**config.mk**
```make
export PLATFORM = sky130hd
export DESIGN_NAME = ps2_scancode_rx
export DESIGN_NICKNAME = d
export VERILOG_FILES = /design/src/rtl/ps2_scancode_rx.sv
export SDC_FILE = /design/constraint.sdc
export NUM_CORES = 1
export LEC_CHECK = 0
export CORE_ASPECT_RATIO = 1.1
export CORE_MARGIN = 3
export CORE_UTILIZATION = 54
export DETAILED_ROUTE_END_ITERATION = 8
export DONT_BUFFER_PORTS = 1
export PLACE_DENSITY = 0.69
export REMOVE_ABC_BUFFERS = 1
export SETUP_SLACK_MARGIN = 0.1
export SLEW_MARGIN = 20
export SYNTH_ARGS = -nofsm -noshare
export SYNTH_HDL_FRONTEND = slang
export SYNTH_SLANG_ARGS = --single-unit
```
**constraint.sdc**
```tcl
create_clock -name clock -period 2.97 [get_ports clock]
set_clock_uncertainty 0.2 [all_clocks]
set_input_delay 0.594 -clock clock [delete_from_list [all_inputs] [get_ports clock]]
set_output_delay 0.594 -clock clock [all_outputs]
set_load 0.1 [all_outputs]
```
**src/rtl/ps2_scancode_rx.sv**
```systemverilog
// ps2_scancode_rx: PS/2 keyboard receiver for the synthesizer front end.
// Oversamples PS2_CLK/PS2_DAT on the system clock and deframes 11-bit frames.
// Each frame is checked for odd parity and for a stop bit of 1.
// E0/F0 prefixes are folded into one key event, marked by a one-cycle key_valid.
// Optional feature macro: PS2_HOLD_MAP_EN enables the notes_held bitmap.
// When the macro is not defined, notes_held is tied to zero.
module ps2_scancode_rx #(
    parameter int TIMEOUT_CYCLES = 50000
) (
    input  logic       clock,
    input  logic       reset,
    input  logic       ps2_clk,
    input  logic       ps2_dat,
    output logic       key_valid,
    output logic [7:0] key_code,
    output logic       key_break,
    output logic       key_ext,
    output logic       frame_error,
    output logic [7:0] notes_held
);

    localparam int CW = $clog2(TIMEOUT_CYCLES + 1);
    // The abort fires on the edge where the counter would reach TIMEOUT_CYCLES.
    // That edge is exactly TIMEOUT_CYCLES clocks after the edge that consumed the last fall.
    localparam logic [CW-1:0] TO_LAST = CW'(TIMEOUT_CYCLES - 1);

    typedef enum logic [1:0] {
        ST_IDLE   = 2'd0,
        ST_DATA   = 2'd1,
        ST_PARITY = 2'd2,
        ST_STOP   = 2'd3
    } state_t;

    // 1 when the data ones plus the parity bit give an odd count.
    function automatic logic odd_parity_ok(input logic [7:0] data, input logic par);
        return ^{data, par};
    endfunction

    logic clk_s1_q, clk_s2_q, clk_dly_q;
    logic dat_s1_q, dat_s2_q;
    logic fall_s, bit_s;

    state_t        state_q, state_d;
    logic [2:0]    bit_cnt_q, bit_cnt_d;
    logic [7:0]    shift_q, shift_d;
    logic          par_q, par_d;
    logic [CW-1:0] to_cnt_q, to_cnt_d;
    logic          ext_q, ext_d;
    logic          brk_q, brk_d;
    logic          key_valid_q, key_valid_d;
    logic [7:0]    key_code_q, key_code_d;
    logic          key_break_q, key_break_d;
    logic          key_ext_q, key_ext_d;
    logic          frame_error_q, frame_error_d;

    // Two-flop synchronizers (idle-high) plus a delay flop for clk fall detection.
    always_ff @(posedge clock or posedge reset) begin
        if (reset) begin
            clk_s1_q  <= 1'b1;
            clk_s2_q  <= 1'b1;
            clk_dly_q <= 1'b1;
            dat_s1_q  <= 1'b1;
            dat_s2_q  <= 1'b1;
        end else begin
            clk_s1_q  <= ps2_clk;
            clk_s2_q  <= clk_s1_q;
            clk_dly_q <= clk_s2_q;
            dat_s1_q  <= ps2_dat;
            dat_s2_q  <= dat_s1_q;
        end
    end

    assign fall_s = clk_dly_q & ~clk_s2_q;
    assign bit_s  = dat_s2_q;

    // Frame FSM, timeout watchdog, prefix folding and output next-state.
    always_comb begin
        state_d       = state_q;
        bit_cnt_d     = bit_cnt_q;
        shift_d       = shift_q;
        par_d         = par_q;
        to_cnt_d      = to_cnt_q;
        ext_d         = ext_q;
        brk_d         = brk_q;
        key_valid_d   = 1'b0;
        key_code_d    = key_code_q;
        key_break_d   = key_break_q;
        key_ext_d     = key_ext_q;
        frame_error_d = 1'b0;

        if (fall_s) begin
            // A fall always wins over a simultaneous timeout.
            to_cnt_d = '0;
            case (state_q)
                ST_IDLE: begin
                    if (!bit_s) begin
                        state_d   = ST_DATA;
                        bit_cnt_d = 3'd0;
                    end else begin
                        state_d = ST_IDLE;
                    end
                end
                ST_DATA: begin
                    shift_d = {bit_s, shift_q[7:1]};
                    if (bit_cnt_q == 3'd7) begin
                        state_d = ST_PARITY;
                    end else begin
                        bit_cnt_d = bit_cnt_q + 3'd1;
                    end
                end
                ST_PARITY: begin
                    par_d   = bit_s;
                    state_d = ST_STOP;
                end
                ST_STOP: begin
                    state_d = ST_IDLE;
                    if (bit_s && odd_parity_ok(shift_q, par_q)) begin
                        if (shift_q == 8'hE0) begin
                            ext_d = 1'b1;
                        end else if (shift_q == 8'hF0) begin
                            brk_d = 1'b1;
                        end else begin
                            key_valid_d = 1'b1;
                            key_code_d  = shift_q;
                            key_break_d = brk_q;
                            key_ext_d   = ext_q;
                            ext_d       = 1'b0;
                            brk_d       = 1'b0;
                        end
                    end else begin
                        frame_error_d = 1'b1;
                        ext_d         = 1'b0;
                        brk_d         = 1'b0;
                    end
                end
                default: begin
                    state_d = ST_IDLE;
                end
            endcase
        end else if (state_q == ST_IDLE) begin
            to_cnt_d = '0;
        end else if (to_cnt_q == TO_LAST) begin
            frame_error_d = 1'b1;
            state_d       = ST_IDLE;
            to_cnt_d      = '0;
            ext_d         = 1'b0;
            brk_d         = 1'b0;
        end else begin
            to_cnt_d = to_cnt_q + CW'(1);
        end
    end

    // State, datapath and registered outputs.
    always_ff @(posedge clock or posedge reset) begin
        if (reset) begin
            state_q       <= ST_IDLE;
            bit_cnt_q     <= 3'd0;
            shift_q       <= 8'h00;
            par_q         <= 1'b0;
            to_cnt_q      <= '0;
            ext_q         <= 1'b0;
            brk_q         <= 1'b0;
            key_valid_q   <= 1'b0;
            key_code_q    <= 8'h00;
            key_break_q   <= 1'b0;
            key_ext_q     <= 1'b0;
            frame_error_q <= 1'b0;
        end else begin
            state_q       <= state_d;
            bit_cnt_q     <= bit_cnt_d;
            shift_q       <= shift_d;
            par_q         <= par_d;
            to_cnt_q      <= to_cnt_d;
            ext_q         <= ext_d;
            brk_q         <= brk_d;
            key_valid_q   <= key_valid_d;
            key_code_q    <= key_code_d;
            key_break_q   <= key_break_d;
            key_ext_q     <= key_ext_d;
            frame_error_q <= frame_error_d;
        end
    end

    assign key_valid   = key_valid_q;
    assign key_code    = key_code_q;
    assign key_break   = key_break_q;
    assign key_ext     = key_ext_q;
    assign frame_error = frame_error_q;

`ifdef PS2_HOLD_MAP_EN
    logic [7:0] notes_q, notes_d;

    // One-hot note position for the home-row keys A..K; other codes map to nothing.
    function automatic logic [7:0] note_onehot(input logic [7:0] code);
        case (code)
            8'h1C:   return 8'h01;
            8'h1B:   return 8'h02;
            8'h23:   return 8'h04;
            8'h2B:   return 8'h08;
            8'h34:   return 8'h10;
            8'h33:   return 8'h20;
            8'h3B:   return 8'h40;
            8'h42:   return 8'h80;
            default: return 8'h00;
        endcase
    endfunction

    // Held-note bitmap follows non-extended make/break events.
    always_comb begin
        notes_d = notes_q;
        if (key_valid_d && !key_ext_d) begin
            if (key_break_d) begin
                notes_d = notes_q & ~note_onehot(key_code_d);
            end else begin
                notes_d = notes_q | note_onehot(key_code_d);
            end
        end else begin
            notes_d = notes_q;
        end
    end

    // Bitmap register, updated together with key_valid.
    always_ff @(posedge clock or posedge reset) begin
        if (reset) begin
            notes_q <= 8'h00;
        end else begin
            notes_q <= notes_d;
        end
    end

    assign notes_held = notes_q;
`else
    assign notes_held = 8'h00;
`endif

endmodule

```
==> key figures <==
Status
  – Status: finished clean

Critical path
  – WP data arrival: 2690 ps
  – Worst setup SP type: flop
  – Critical path class: flop to flop
  – Critical path cell sequence: xor2_1 -> xnor3_2 -> or4_1 -> o211ai_1 -> a31o_4 -> mux2_2
  – CP max stage cell: xnor3_2
  – Worst EP required: roughly 3000 ps
  – Critical-path maximum fanout: 11
  – Crit path launch: shift_q[4]$_DFFE_PP0P_
  – CP max stage delay: between 400 and 500 ps
  – CP Capture Type: flop
  – CP delay by family, top: XOR/XNOR gates
  – Crit path buf inv count: 0
  – Critical R2R Launch: shift_q[4]$_DFFE_PP0P_

Routing
  – Final ANT Viol Nets: 0
  – Via count: 1445
  – Routed wire length per instance: about 14 um
  – # DRC: 0
  – 1st-iter DRT viols: roughly 100
  – Total iterations of the first detailed-routing run: 4
  – Final wirelength: approximately 3800 um
  – Drt via density: approximately 5.5

Synthesis
  – Mapped Area: around 0.0023 mm2
  – Syn. warnings: 0
  – Avg Inst Size Synth: 11.2 um2
  – Number of flops mapped to enable cells by yosys: 0
  – Most common flop cell mapped by yosys: dfrtp_1
  – Post-Syn Instances: 209
  – Flops & latches, synth: 49
  – Post-synth ARST share: 100%
  – Synth unique cells: 37
  – Register area share after synthesis: 52.8%

Clock network
  – Setup bufs post-CTS: 0
  – CTS Root Cell: clkbuf_8
  – CTS resizes: 0
  – H-tree depth: 2
  – Clock-pin slew on the worst setup and hold paths: approximately 90 ps
  – CTS tree: yes
  – Hold_buf cts: 0
  – CTS Buf Count: 5
  – Clock sinks: 49
  – Clock Path Buffers: 2
  – Clk_lat worst skew: ~300 ps

STA
  – Hold Vio Cnt, Final: 0
  – Setup TNS: 0 ps
  – Final setup margin: ~260 ps
  – Rel. slew slack: 37.8%
  – RSZ-0062 raised after global routing: no
  – Slew @ Worst Pin: slightly above 900 ps
  – Fin. max-slew vios: 0
  – Highest clock rate: approximately 370 MHz
  – Worst hold slack: roughly 90 ps
  – Final Setup Violations: 0
  – Tmin final: between 2000 and 3000 ps
  – Period utilization: between 90 and 100%

Die
  – DIE AREA: approximately 0.005 mm2
  – DIE WIDTH: approximately 70 um
  – Num rows: 24
  – Die height: ~75 um
  – Core Area: ~0.0041 mm2
  – Initial Util: between 50% and 60%
  – Num ports: 24

Finish
  – Antenna Cells: 0
  – Multi-input gate area: roughly 1000 um2
  – Area Growth Syn to Fin: 5.95%
  – Post-route insts no fill: 264
  – Most frequent cells in the layout: 44 x dfrtp_1, 20 x nor2_1, 14 x inv_1
  – Cell area after layout: around 0.0025 mm2
  – Share of layout cells above drive strength 1: between 10 and 15%
  – Utilization after layout: 61.0%
  – Storage element area: 0.00123 mm2
  – Most common cell after layout, fill and taps aside: dfrtp_1
  – Final #Nets: approximately 220
  – Fillers: 322

Power
  – Final Power: ~2.2 mW
  – Sequential power share: 46.8%
  – Switching Power: 0.821 mW
  – Net Sw Frac: between 30% and 40%
  – Combinational Power Share: ~31%
  – P per Cell Area: 882 mW/mm2
  – Static leakage power: 1.15 nW
  – P_int: 1.36 mW
  – Peak VDD IR: 0.361 mV
  – Clock share of power: roughly 22%

Global routing
  – Largest net degree at the start of global routing: 50
  – Vias in the first global route: around 1400
  – First-pass GRT wire length: ~6500 um
  – Congestion Overflow GR: 0
  – GRT Total Usage: between 15 and 20%
  – Initial antenna violation count: 0

Place
  – Dpl cell area: between 0.002 and 0.0025 mm2
  – HPWL Detailed: 2730 um
  – I/O Buffers: 0
  – Final GP Congestion: between 0.8 and 0.9
  – Placed Instances: around 260
  – Post-Place Worst Slack: between 150 and 200 ps

Hold path
  – Hold Crit Class: input port to flop
  – Hold path startpoint: ps2_clk

Run
  – MaxCap Viol Count: 0
-- per-layer routing --
layer,vias up,part of all wire (%),GRT usage [%]
li1,701,-,-
met1,709,46,23.2
met2,29,47,26.1
met3,6,4.8,4.78
met4,0,1.7,7.14
met5,-,0,0
-- kinds of logic after synthesis --
family	Yosys count	synth area share (%)
flops	49	52.8
buf+inv	28	6.11
simple gates	67	14.5
compound gates	21	5.79
other cells	1	0.161
xor+xnor	21	8.84
fa+ha+maj	7	3.75
mux	15	8.09
-- cell type report --
cell class / instances / share of cell area (%)
Clock buffer: 7 / 3.49
Clock inverter: 1 / 1.21
Inverter: 15 / 2.33
Multi-Input combinational cell: 139 / 40.2
Sequential cell: 49 / 49.8
Tap cell: 52 / 2.63
Timing Repair Buffer: 1 / 0.303
-- power by group through the flow --
stage / clock (mW) / sequential (mW) / combinational [mW]
6_report: 0.482 / 1.02 / 0.679
5_1_grt: 0.528 / 1.04 / 0.760
4_1_cts: 0.498 / 1.02 / 0.681
3_5_place_dp: 0 / 1.04 / 0.677
3_3_place_gp: 0 / 1.02 / 0.641
2_1_floorplan: 0 / 1.00 / 0.580
-- state kept, by name, summed over array words and instances, names as in the netlist --
| name | count |
|---|---|
| bit_cnt_q | 3 |
| bit_s | 1 |
| brk_q | 1 |
| clk_dly_q | 1 |
| clk_s1_q | 1 |
| clk_s2_q | 1 |
| dat_s1_q | 1 |
| ext_q | 1 |
| frame_error | 1 |
| key_break | 1 |
| key_code | 8 |
| key_ext | 1 |
| key_valid | 1 |
| par_q | 1 |
| shift_q | 8 |
| state_q | 2 |
| to_cnt_q | 16 |
-- final timing paths --
check | end | slack [ps] | depth (start not counted)
setup / recovery | key_break$_DFFE_PP0P_ | 260 | 6
hold / removal | clk_s1_q$_DFF_PP1_ | 90 | 0
setup reg to reg | key_break$_DFFE_PP0P_ | 260 | 6
hold reg to reg | clk_s2_q$_DFF_PP1_ | 150 | 0
max in group asynchronous | par_q$_DFFE_PP0P_ | 1980 | 1
min in group asynchronous | key_code[4]$_DFFE_PP0P_ | 110 | 1
-- cells in the mapped netlist (2+ instances only) --
master / number / area [um2]
buf_4: 8 / 60.1
o22a_1: 2 / 17.5
o22ai_1: 2 / 12.5
ha_1: 7 / 87.6
clkbuf_1: 4 / 15.0
nor2_1: 20 / 75.1
dfstp_2: 5 / 131
nand2_1: 10 / 37.5
mux2i_1: 2 / 20.0
and3_1: 5 / 31.3
o21ai_0: 9 / 45.0
nand3_1: 12 / 60.1
nand4_1: 5 / 31.3
nor2b_1: 3 / 18.8
mux2_2: 7 / 78.8
xor2_1: 7 / 61.3
xnor2_1: 12 / 105
mux2_4: 6 / 90.1
dfrtp_1: 44 / 1100
a21oi_1: 2 / 10.0
and4b_1: 2 / 20.0
nor3_1: 5 / 25.0
nor4b_1: 2 / 17.5
inv_1: 15 / 56.3
Power figures use the tool's default switching activity.
